--- src/rtl/dump_pkg.sv ---
// Shared types and configuration checks for the halt dump engine.
package dump_pkg;

    typedef enum logic [2:0] {
        S_IDLE,
        S_FETCH,
        S_WAIT,
        S_EMIT,
        S_REGS,
        S_DONE
    } dump_state_e;

    localparam logic KIND_MEM = 1'b0;
    localparam logic KIND_REG = 1'b1;

    function automatic bit is_pow2(input int v);
        return (v > 0) && ((v & (v - 1)) == 0);
    endfunction

    // Register lines must tile the line exactly and the register file must fill whole lines.
    function automatic bit dump_cfg_ok(input int line_bytes, input int reg_w, input int reg_count);
        if (!is_pow2(line_bytes) || line_bytes < 4) return 1'b0;
        if (reg_w <= 0 || (reg_w % 8) != 0) return 1'b0;
        if (((line_bytes * 8) % reg_w) != 0) return 1'b0;
        return (reg_count % ((line_bytes * 8) / reg_w)) == 0;
    endfunction

endpackage

--- src/rtl/halt_dump_engine_if.sv ---
// Memory/register read ports and the line output stream of the dump engine.
interface halt_dump_engine_if #(
    parameter int ADDR_W     = 16,
    parameter int LINE_BYTES = 16,
    parameter int REG_COUNT  = 32,
    parameter int REG_W      = 32
);
    logic                         mem_en;
    logic [ADDR_W-1:0]            mem_addr;
    logic [7:0]                   mem_rdata;
    logic [$clog2(REG_COUNT)-1:0] reg_addr;
    logic [REG_W-1:0]             reg_rdata;
    logic                         out_valid;
    logic                         out_ready;
    logic [LINE_BYTES*8-1:0]      out_data;
    logic [ADDR_W-1:0]            out_addr;
    logic                         out_kind;
    logic                         out_last;

    modport master (
        output mem_en, mem_addr, reg_addr,
        input  mem_rdata, reg_rdata,
        output out_valid, out_data, out_addr, out_kind, out_last,
        input  out_ready
    );

    modport slave (
        input  mem_en, mem_addr, reg_addr,
        output mem_rdata, reg_rdata,
        input  out_valid, out_data, out_addr, out_kind, out_last,
        output out_ready
    );
endinterface

--- src/rtl/halt_dump_engine_line_assembler.sv ---
// Line capture register: memory bytes or register words written by index.
module line_assembler #(
    parameter int  LINE_BYTES = 16,
    parameter int  REG_W      = 32,
    localparam int BIW        = $clog2(LINE_BYTES),
    localparam int WORDS      = LINE_BYTES * 8 / REG_W,
    localparam int WIW        = (WORDS > 1) ? $clog2(WORDS) : 1
) (
    input  logic                    clk,
    input  logic                    rst,
    input  logic                    clr,
    input  logic                    byte_we,
    input  logic [BIW-1:0]          byte_idx,
    input  logic [7:0]              byte_data,
    input  logic                    word_we,
    input  logic [WIW-1:0]          word_idx,
    input  logic [REG_W-1:0]        word_data,
    output logic [LINE_BYTES*8-1:0] line
);
    localparam int BPW = REG_W / 8;

    logic [LINE_BYTES-1:0][7:0] q;

    always_ff @(posedge clk) begin
        for (int b = 0; b < LINE_BYTES; b++) begin
            if (rst || clr)
                q[b] <= '0;
            else if (byte_we && byte_idx == BIW'(b))
                q[b] <= byte_data;
            else if (word_we && word_idx == WIW'(b / BPW))
                q[b] <= word_data[8*(b % BPW) +: 8];
        end
    end

    assign line = q;
endmodule

--- src/rtl/halt_dump_engine.sv ---
// Streams memory regions then the register file as packed lines once the CPU halts.
module halt_dump_engine
    import dump_pkg::*;
#(
    parameter int ADDR_W      = 16,
    parameter int LINE_BYTES  = 16,
    parameter int NUM_REGIONS = 4,
    parameter int REG_COUNT   = 32,
    parameter int REG_W       = 32
) (
    input  logic                          clk,
    input  logic                          rst,
    input  logic                          halt,
    input  logic [NUM_REGIONS*ADDR_W-1:0] region_base,
    input  logic [NUM_REGIONS*ADDR_W-1:0] region_lines,
    halt_dump_engine_if.master            dif,
    output logic                          busy,
    output logic                          done
);
    localparam int RPL  = LINE_BYTES * 8 / REG_W;
    localparam int NGRP = REG_COUNT / RPL;
    localparam int KW   = $clog2(LINE_BYTES);
    localparam int RW   = (NUM_REGIONS > 1) ? $clog2(NUM_REGIONS) : 1;
    localparam int JW   = (RPL > 1) ? $clog2(RPL) : 1;
    localparam int GW   = (NGRP > 1) ? $clog2(NGRP) : 1;
    localparam int RAW  = $clog2(REG_COUNT);

    if (!dump_cfg_ok(LINE_BYTES, REG_W, REG_COUNT)) begin : g_bad_cfg
        $error("halt_dump_engine: illegal LINE_BYTES/REG_W/REG_COUNT combination");
    end

    dump_state_e state, state_n;

    logic [NUM_REGIONS-1:0][ADDR_W-1:0] rbase, rlen;
    logic [RW-1:0]      r;
    logic [ADDR_W-1:0]  line;
    logic [KW-1:0]      k;
    logic [JW-1:0]      j;
    logic [GW-1:0]      grp;
    logic               cap_vld;
    logic [KW-1:0]      cap_idx;
    logic [ADDR_W-1:0]  out_addr_q;
    logic               out_kind_q;
    logic               out_last_q;

    logic                   start;
    logic [NUM_REGIONS-1:0] mask_in, mask_lat;
    logic [RW:0]            nxt_in, nxt_lat;
    logic [ADDR_W-1:0]      line_addr;
    logic                   last_line;

    // Lowest non-empty region at or above 'from'; MSB flags that one exists.
    function automatic logic [RW:0] next_region(input logic [NUM_REGIONS-1:0] m, input int from);
        logic [RW:0] res;
        res = '0;
        for (int i = NUM_REGIONS - 1; i >= 0; i--)
            if (i >= from && m[i]) res = {1'b1, RW'(i)};
        return res;
    endfunction

    always_comb begin
        mask_in  = '0;
        mask_lat = '0;
        for (int i = 0; i < NUM_REGIONS; i++) begin
            mask_in[i]  = region_lines[i*ADDR_W +: ADDR_W] != '0;
            mask_lat[i] = rlen[i] != '0;
        end
        nxt_in  = next_region(mask_in, 0);
        nxt_lat = next_region(mask_lat, int'(r) + 1);
    end

    assign start     = (state == S_IDLE) && halt;
    assign line_addr = rbase[r] + (line << KW);
    assign last_line = line == rlen[r] - ADDR_W'(1);

    always_ff @(posedge clk) begin
        if (rst) state <= S_IDLE;
        else     state <= state_n;
    end

    always_comb begin
        state_n = state;
        case (state)
            S_IDLE:  if (halt) state_n = nxt_in[RW] ? S_FETCH : S_REGS;
            S_FETCH: if (k == KW'(LINE_BYTES - 1)) state_n = S_WAIT;
            S_WAIT:  state_n = S_EMIT;
            S_REGS:  if (j == JW'(RPL - 1)) state_n = S_EMIT;
            S_EMIT: begin
                if (dif.out_ready) begin
                    if (out_kind_q == KIND_REG) state_n = out_last_q ? S_DONE : S_REGS;
                    else if (!last_line || nxt_lat[RW]) state_n = S_FETCH;
                    else state_n = S_REGS;
                end
            end
            S_DONE:  state_n = S_DONE;
            default: state_n = S_IDLE;
        endcase
    end

    always_ff @(posedge clk) begin
        if (rst) begin
            rbase      <= '0;
            rlen       <= '0;
            r          <= '0;
            line       <= '0;
            k          <= '0;
            j          <= '0;
            grp        <= '0;
            cap_vld    <= 1'b0;
            cap_idx    <= '0;
            out_addr_q <= '0;
            out_kind_q <= KIND_MEM;
            out_last_q <= 1'b0;
        end else begin
            // Memory data arrives a cycle after the strobe, so the capture index trails k.
            cap_vld <= (state == S_FETCH);
            cap_idx <= k;
            case (state)
                S_IDLE: if (halt) begin
                    rbase <= region_base;
                    rlen  <= region_lines;
                    r     <= nxt_in[RW-1:0];
                    line  <= '0;
                    k     <= '0;
                    j     <= '0;
                    grp   <= '0;
                end
                S_FETCH: k <= k + KW'(1);
                S_WAIT: begin
                    out_addr_q <= line_addr;
                    out_kind_q <= KIND_MEM;
                    out_last_q <= 1'b0;
                end
                S_REGS: begin
                    j <= (j == JW'(RPL - 1)) ? '0 : j + JW'(1);
                    if (j == JW'(RPL - 1)) begin
                        out_addr_q <= ADDR_W'(int'(grp) * RPL);
                        out_kind_q <= KIND_REG;
                        out_last_q <= grp == GW'(NGRP - 1);
                    end
                end
                S_EMIT: if (dif.out_ready) begin
                    if (out_kind_q == KIND_REG) begin
                        grp <= grp + GW'(1);
                    end else if (last_line) begin
                        line <= '0;
                        if (nxt_lat[RW]) r <= nxt_lat[RW-1:0];
                    end else begin
                        line <= line + ADDR_W'(1);
                    end
                end
                default: ;
            endcase
        end
    end

    line_assembler #(.LINE_BYTES(LINE_BYTES), .REG_W(REG_W)) u_asm (
        .clk       (clk),
        .rst       (rst),
        .clr       (start),
        .byte_we   (cap_vld),
        .byte_idx  (cap_idx),
        .byte_data (dif.mem_rdata),
        .word_we   (state == S_REGS),
        .word_idx  (j),
        .word_data (dif.reg_rdata),
        .line      (dif.out_data)
    );

    assign dif.mem_en    = (state == S_FETCH);
    assign dif.mem_addr  = line_addr + ADDR_W'(k);
    assign dif.reg_addr  = RAW'(int'(grp) * RPL + int'(j));
    assign dif.out_valid = (state == S_EMIT);
    assign dif.out_addr  = out_addr_q;
    assign dif.out_kind  = out_kind_q;
    assign dif.out_last  = out_last_q;
    assign busy          = (state == S_FETCH) || (state == S_WAIT) ||
                           (state == S_EMIT)  || (state == S_REGS);
    assign done          = (state == S_DONE);
endmodule

--- src/flat_wrapper.sv ---
// flat-port wrapper written by rule: the top's interface ports become plain ports
module halt_dump_engine_flat import dump_pkg::*;
#(
    parameter int ADDR_W      = 16,
    parameter int LINE_BYTES  = 16,
    parameter int NUM_REGIONS = 4,
    parameter int REG_COUNT   = 32,
    parameter int REG_W       = 32
)
  (clk, rst, halt, region_base, region_lines, busy, done, dif_mem_en, dif_mem_addr, dif_reg_addr, dif_mem_rdata, dif_reg_rdata, dif_out_valid, dif_out_data, dif_out_addr, dif_out_kind, dif_out_last, dif_out_ready);
  halt_dump_engine_if #(.ADDR_W(ADDR_W), .LINE_BYTES(LINE_BYTES), .REG_COUNT(REG_COUNT), .REG_W(REG_W)) dif_i ();
  input  logic clk;
  input  logic rst;
  input  logic halt;
  input  logic [NUM_REGIONS*ADDR_W-1:0] region_base;
  input  logic [NUM_REGIONS*ADDR_W-1:0] region_lines;
  output logic busy;
  output logic done;
  output wire logic [$bits(dif_i.mem_en)-1:0] dif_mem_en;
  output wire logic [$bits(dif_i.mem_addr)-1:0] dif_mem_addr;
  output wire logic [$bits(dif_i.reg_addr)-1:0] dif_reg_addr;
  input wire logic [$bits(dif_i.mem_rdata)-1:0] dif_mem_rdata;
  input wire logic [$bits(dif_i.reg_rdata)-1:0] dif_reg_rdata;
  output wire logic [$bits(dif_i.out_valid)-1:0] dif_out_valid;
  output wire logic [$bits(dif_i.out_data)-1:0] dif_out_data;
  output wire logic [$bits(dif_i.out_addr)-1:0] dif_out_addr;
  output wire logic [$bits(dif_i.out_kind)-1:0] dif_out_kind;
  output wire logic [$bits(dif_i.out_last)-1:0] dif_out_last;
  input wire logic [$bits(dif_i.out_ready)-1:0] dif_out_ready;
  assign dif_mem_en = dif_i.mem_en;
  assign dif_mem_addr = dif_i.mem_addr;
  assign dif_reg_addr = dif_i.reg_addr;
  assign dif_i.mem_rdata = dif_mem_rdata;
  assign dif_i.reg_rdata = dif_reg_rdata;
  assign dif_out_valid = dif_i.out_valid;
  assign dif_out_data = dif_i.out_data;
  assign dif_out_addr = dif_i.out_addr;
  assign dif_out_kind = dif_i.out_kind;
  assign dif_out_last = dif_i.out_last;
  assign dif_i.out_ready = dif_out_ready;
  halt_dump_engine #(.ADDR_W(ADDR_W), .LINE_BYTES(LINE_BYTES), .NUM_REGIONS(NUM_REGIONS), .REG_COUNT(REG_COUNT), .REG_W(REG_W)) u_core (.clk(clk), .rst(rst), .halt(halt), .region_base(region_base), .region_lines(region_lines), .dif(dif_i), .busy(busy), .done(done));
endmodule
--- config.mk ---
export PLATFORM = sky130hd
export DESIGN_NAME = halt_dump_engine_flat
export DESIGN_NICKNAME = d
export VERILOG_FILES = /design/src/rtl/dump_pkg.sv /design/src/rtl/halt_dump_engine_if.sv /design/src/rtl/halt_dump_engine_line_assembler.sv /design/src/rtl/halt_dump_engine.sv /design/src/flat_wrapper.sv
export SDC_FILE = /design/constraint.sdc
export NUM_CORES = 1
export LEC_CHECK = 0
export ABC_AREA = 1
export BUFFER_PORTS_ARGS = -buffer_cell sky130_fd_sc_hd__buf_2
export CORE_AREA = 2 2 179 181
export CTS_CLUSTER_DIAMETER = 60
export DETAILED_ROUTE_END_ITERATION = 12
export DIE_AREA = 0 0 181 183
export MAX_ROUTING_LAYER = met4
export PLACE_DENSITY = 0.7
export RECOVER_POWER = 100
export SYNTH_ARGS = -nofsm -noshare
export SYNTH_HDL_FRONTEND = slang
export SYNTH_SLANG_ARGS = --single-unit
--- constraint.sdc ---
create_clock -name clk -period 9.52 [get_ports clk]
set_input_delay 1.904 -clock clk [delete_from_list [all_inputs] [get_ports clk]]
set_output_delay 1.904 -clock clk [all_outputs]
set_load 0.01 [all_outputs]
# Word-level counts from Yosys, hierarchy flattened
# Cells that the tools add are included.
# W data, S select, Z words.
[classes] addsub=9 n_lt_le_gt_ge=5 n_eq_ne=34 n_mux=79 reduce_logical=70
[ops] cell="$mux W8" n=32
[ops] cell="$reduce_bool A16 Y1" n=8
[ops] cell="$mux W16" n=7
[ops] cell="$bmux W16 S2" n=2
[ops] cell="$ge A3 B32 Y1 const A" n=2
[ops] cell="$pmux W16 S2" n=2
[ops] cell="$mux W3" n=18
[ops] cell="$reduce_bool A2 Y1" n=20
[ops] cell="$eq A4 B4 Y1 const B" n=9
[ops] cell="$ge A1 B32 Y1 const A" n=1
[ops] cell="$ge A2 B32 Y1 const A" n=1
[ops] cell="$logic_and A1 B1 Y1" n=25
[ops] cell="$pmux W3 S6" n=1
[ops] cell="$add A16 B1 Y16 const B" n=1
[ops] cell="$add A16 B16 Y16" n=1
[ops] cell="$add A16 B4 Y16" n=1
[ops] cell="$eq A16 B16 Y1" n=1
[ops] cell="$eq A4 B3 Y1 const B" n=4
[ops] cell="$sub A16 B1 Y16 const B" n=1
[ops] cell="$mux W2" n=7
[ops] cell="$ne A2 B1 Y1 const B" n=6
[ops] cell="$reduce_and A4 Y1" n=3
[ops] cell="$eq A3 B3 Y1 const B" n=3
[ops] cell="$eq A4 B2 Y1 const B" n=2
[ops] cell="25 further kinds" n=39
[totals] register_bits=309 in_bits=172 out_inout_bits=171 elab_cells=232

# Depth between registers and ports, before layout
[depth] ltp_word=12 mapped_depth=24 mapped_depth_nobuf=23

# Cells and area by module
# From an unflattened synthesis, not the netlist that was laid out.
[unflattened] cells_unflattened=2474 hier_area_um2=16559.6
[modules_own_cells] mod="halt_dump_engine" instances=1 cells_per_inst=1412 area_each_um2=9730.6 seq_area_each_um2=3623.5
[modules_own_cells] mod="line_assembler" instances=1 cells_per_inst=1062 area_each_um2=6829.0 seq_area_each_um2=2562.5

# Worst setup path after synthesis
# Ideal clock, no wire load.
[synth_path] path_type="register -> output" from="register u_core.r[0]" to="output port dif_mem_addr[14]" arrival_ps=3467 required_time_ps=7616 setup_slack_ps=4149 stages_incl_launch_ff=19 n_path_buf=4 path_cell_list="dfxtp_1 -> inv_2 -> buf_6 -> buf_4 -> clkbuf_1 -> clkbuf_1 -> a21oi_1 -> o21ai_0 -> o221ai_1 -> ha_1 -> fa_1 -> inv_1 -> nor3_1 -> nand3_1 -> nor3_1 -> nand3_1 -> nor2_1 -> nand2_1 -> xnor2_1"
[synth_between] elab_chain_cells=4
[synth_lines] element="start, declared" line="halt_dump_engine.sv:35" text="logic [RW-1:0] r;"
[synth_lines] element="start signal, assigned" line="halt_dump_engine.sv:122" text="r <= nxt_in[RW-1:0];"
[synth_lines] element="start signal, assigned" line="halt_dump_engine.sv:147" text="if (nxt_lat[RW]) r <= nxt_lat[RW-1:0];"
[synth_lines] element="$bmux W16 S2" line="halt_dump_engine.sv:73" text="assign line_addr = rbase[r] + (line << KW);"
[synth_lines] element="$mux W16 (implied by the code)" line="halt_dump_engine.sv:73"
[synth_lines] element="$add A16 B16 Y16" line="halt_dump_engine.sv:73"
[synth_lines] element="$add A16 B4 Y16" line="halt_dump_engine.sv:171" text="assign dif.mem_addr = line_addr + ADDR_W'(k);"
[synth_lines] element="end, declared" line="flat_wrapper.sv:20" text="output wire logic [$bits(dif_i.mem_addr)-1:0] dif_mem_addr;"
# No other way between the ends. The select of a mux whose other input is x is not followed.

# Worst setup path in the final report
[layout_path] from="input port halt" to="register u_core.u_asm.q, in the netlist u_core.u_asm.line[14]"
[layout_between] elab_chain_cells=2
[layout_lines] element="start, declared" line="flat_wrapper.sv:14" text="input logic halt;"
[layout_lines] element="$logic_and A1 B1 Y1" line="halt_dump_engine.sv:72" text="assign start = (state == S_IDLE) && halt;"
[layout_lines] element="$logic_or A1 B1 Y1" line="halt_dump_engine_line_assembler.sv:26" text="if (rst || clr)"
[layout_lines] element="end signal, assigned by index" line="halt_dump_engine_line_assembler.sv:29" text="q[b] <= byte_data;"
[layout_lines] element="end signal, assigned by index" line="halt_dump_engine_line_assembler.sv:31" text="q[b] <= word_data[8*(b % BPW) +: 8];"
[layout_lines] element="end, declared" line="halt_dump_engine_line_assembler.sv:22" text="logic [LINE_BYTES-1:0][7:0] q;"
# No other way between the ends.
# A chain may end at the register's enable or synchronous reset.

==> summary.md <==
| Metric | Value |
|---|---|
| Status | `finished, violations left` |
| Failing checks | `capacitance limit, slew limit` |
| Layout Skew | `0.0145 ns` |
| Clock latency on the worst-skew pair | `0.52 ns` |
| Final Setup Violations | `0` |
| Detail Placement HPWL | `37.3 mm` |
| Average cell area after synthesis | `7.08 um2` |
| Width of the chip | `181 um` |
| Die outline area | `0.0331 mm2` |
| Maximum number of pins on one net before global-route repair | `136` |
| Via count of the first global-routing pass | `14,900` |
| Category of the worst setup path capture point | `register` |
| H-tree lvl count | `2` |
| Family of cells with the greatest summed delay on the critical path | `buffers and inverters` |
| Post-synthesis cell count | `2,171` |
| Measured slew at the worst slew-check pin | `4.61 ns` |
| Most common cell type on the critical path | `sky130_fd_sc_hd__clkbuf_1` |
| Synth unique cells | `50` |
| Area growth from synthesis to layout | `17.2%` |
| Cell Pwr Density | `233 mW/mm2` |
| Overflow left after global routing | `0` |
| Detailed-route wire length | `51.0 mm` |
| Count of antenna-violating nets left after detailed routing | `0` |
| Combinational share of power | `32.4%` |
| Routed wirelength normalized by instance count | `17.7 um` |
| Initial Utilization | `49.2%` |
| Largest cells by area after synthesis | `sky130_fd_sc_hd__dfxtp_1, sky130_fd_sc_hd__o21ai_0, sky130_fd_sc_hd__nand2_1` |
| Type of the tightest min-delay check | `register to register` |
| Clock root buffer | `sky130_fd_sc_hd__clkbuf_16` |
| Signal arrival time at the worst endpoint | `8.38 ns` |
| Buffers added on ports | `342` |
| Maximum clock insertion buffer count | `3` |
| Cell area after technology mapping | `0.0154 mm2` |
| Sequential cell fraction of total power | `36.8%` |
| Unrepaired setup endpoints after global routing | `false` |
| Syn. warnings | `0` |
| Leakage | `7.58 nW` |
| Synthesized flop and latch total | `309` |
| Hold Fails Final Rpt | `0` |
| Number of diodes added for antenna fixing | `0` |
| Highest attainable clock frequency | `126 MHz` |
| Length of the first detailed-routing pass in iterations | `8` |
| Switching share of power | `37.2%` |
| Die height | `183 um` |
| Count of flip-flops with a built-in enable after synthesis | `0` |
| Number of gates resized after CTS | `0` |
| Cell Chain, Critical Path | `buf_2, inv_1, nor2_2, clkbuf_1, inv_6, nand2_1, clkinv_1, clkbuf_1, o21ai_0, a21oi_1` |
| Setup bufs post-CTS | `0` |
| Final weighted congestion of routability-driven global placement | `0.926` |
| Total routing resource utilization after global routing | `30.8%` |
| Final critical-path required period | `7.95 ns` |
| Crit Path Max Fanout | `106` |
| Top-level port count | `343` |
| Proportion of synthesized flip-flops having asynchronous set or reset | `0%` |
| Starting DRC count in detailed routing | `1,302` |
| Inserted Clock Buffers | `34` |
| Worst-case headroom to the max-slew limit | `-207%` |
| Standard-cell row count | `65` |
| Number of nets in the synthesized netlist | `2,369` |
| Sequential element share of the synthesized area | `40.2%` |
| Fraction of final layout cells sized beyond drive strength 1 | `11.7%` |
| Via count of the routed design | `16,100` |
| Critical path required time | `9.95 ns` |
| Hold bufs inserted after CTS | `0` |
| Most common cell in the synthesized netlist | `sky130_fd_sc_hd__nand2_1` |
| Nets | `2,650` |
| Final critical-path share of the clock period | `83.5%` |
| DRC viols | `0` |
| First-pass GRT wire length | `79.6 mm` |
| Worst supply voltage drop on vdd | `159 uV` |
| Startpoint type of the worst setup path | `input port` |
| Initial antenna violation count | `0` |
| Setup total negative slack | `0 ns` |
| Area share of the largest cell type after synthesis | `40.2%` |
| Yosys top cell by area | `sky130_fd_sc_hd__dfxtp_1` |
| Design Power | `4.19 mW` |
| Combined buffer and inverter count along the critical path | `6` |
| CTS tree | `built` |
| Critical setup path kind | `input port to register` |
| Final Max Tran Viols | `307` |
| Via count normalized by instance count | `5.58` |
| Net switching power figure | `1.56 mW` |
| Clock-pin slew on the worst setup and hold paths | `0.06 ns` |
| Placeable core region | `0.0312 mm2` |
| Slowest library cell on the worst path | `sky130_fd_sc_hd__clkbuf_1` |
| Longest individual stage delay on the worst path | `2.82 ns` |
| Clock network power share | `30.9%` |
| Dominant synthesized flop cell | `sky130_fd_sc_hd__dfxtp_1` |
| Count of maximum capacitance violations | `4` |
| Synth cell count leaders | `sky130_fd_sc_hd__nand2_1, sky130_fd_sc_hd__o21ai_0, sky130_fd_sc_hd__dfxtp_1` |
| TritonCTS sink count | `309` |
| Internal portion of total power | `2.63 mW` |
==> layer usage <==
layer  part of all wire (%)  global-route usage, %
met5                      0                      -
met4                    3.7                   11.3
met1                     43                   40.3
met3                    8.3                   4.19
met2                     45                   48.9
==> cells in the final DEF, fill, tap and decap left out, drive strengths merged, types with 18 or more instances in the layout <==
cell,count
ha,24
nand3,100
nor4,18
inv,250
nand4,22
xor2,35
o211ai,27
dfxtp,309
a21oi,260
o21ai,338
nand2,415
buf,179
o221ai,20
clkbuf,227
nor2,172
==> power by group through the flow <==
stage	combinational, mW	sequential (mW)	clock, mW
2_1_floorplan	1.01	1.55	0
3_3_place_gp	1.34	1.56	0
3_5_place_dp	1.36	1.56	0
4_1_cts	1.37	1.54	1.31
5_1_grt	1.52	1.56	1.37
6_report	1.36	1.54	1.29
==> sequential cells by signal, indices dropped and copies added, names as in the netlist, 2 cells and up <==
register	cells
u_core.cap_idx	4
u_core.dif.out_addr	16
u_core.grp	3
u_core.j	2
u_core.k	4
u_core.line	16
u_core.r	2
u_core.rbase	64
u_core.rlen	64
u_core.state	3
u_core.u_asm.line	128
==> worst paths after layout <==
check / from / endpoint / slack, ns / depth (start not counted)
max: halt / u_core.u_asm.line[14] / 1.57 / 10
min: u_core.rbase[12] / u_core.rbase[12] / 0.45 / 2
max reg2reg: u_core.state[1] / u_core.u_asm.line[14] / 2.47 / 12
min reg2reg: u_core.rbase[12] / u_core.rbase[12] / 0.45 / 2
==> cell families (layout without fill, tap and decap cells) <==
| logic type | count (synthesis) | in the layout | synth area share (%) |
|---|---|---|---|
| simple gates | 753 | 753 | 22.1 |
| compound gates | 675 | 675 | 23.3 |
| flops | 309 | 309 | 40.2 |
| buf+inv | 362 | 668 | 9.41 |
| fa+ha+maj | 26 | 26 | 2.21 |
| xor+xnor | 46 | 46 | 2.71 |
==> stage by stage <==
| step | utilization, % | setup WS [ns] | std cells | cell area, um2 | hold WS (ns) |
|---|---|---|---|---|---|
| floorplan | - | 4.15 | 2171 | 15400 | 0.429 |
| global placement | 55.1 | 3.35 | 2818 | 17200 | 0.439 |
| detailed placement | 55.1 | 3.17 | 2818 | 17200 | 0.448 |
| CTS | 58.6 | 2.59 | 2879 | 18300 | 0.458 |
| global route | 57.7 | 1.07 | 2879 | 18000 | 0.471 |
| finish | 57.7 | 1.57 | 2879 | 18000 | 0.455 |
==> cell type report <==
type | instances | area, um2
Inverter | 253 | 957
Fill cell | 3121 | 13200
Clock inverter | 9 | 95.1
Tap cell | 402 | 503
Sequential cell | 309 | 6190
Multi-Input combinational cell | 1500 | 7700
Timing Repair Buffer | 354 | 1570
Clock buffer | 52 | 1010
==> worst register-to-register path, cell delays in order (launching register included) <==
cell	delay, ns
sky130_fd_sc_hd__dfxtp_1	0.37
sky130_fd_sc_hd__nor2_1	0.05
sky130_fd_sc_hd__inv_1	0.06
sky130_fd_sc_hd__nor2_1	0.06
sky130_fd_sc_hd__inv_1	0.12
sky130_fd_sc_hd__nor2_2	0.04
sky130_fd_sc_hd__clkbuf_1	0.62
sky130_fd_sc_hd__inv_6	0.81
sky130_fd_sc_hd__nand2_1	0.88
sky130_fd_sc_hd__clkinv_1	0.16
sky130_fd_sc_hd__clkbuf_1	2.82
sky130_fd_sc_hd__o21ai_0	0.66
sky130_fd_sc_hd__a21oi_1	0.32
(Power assumes the default switching activity.)
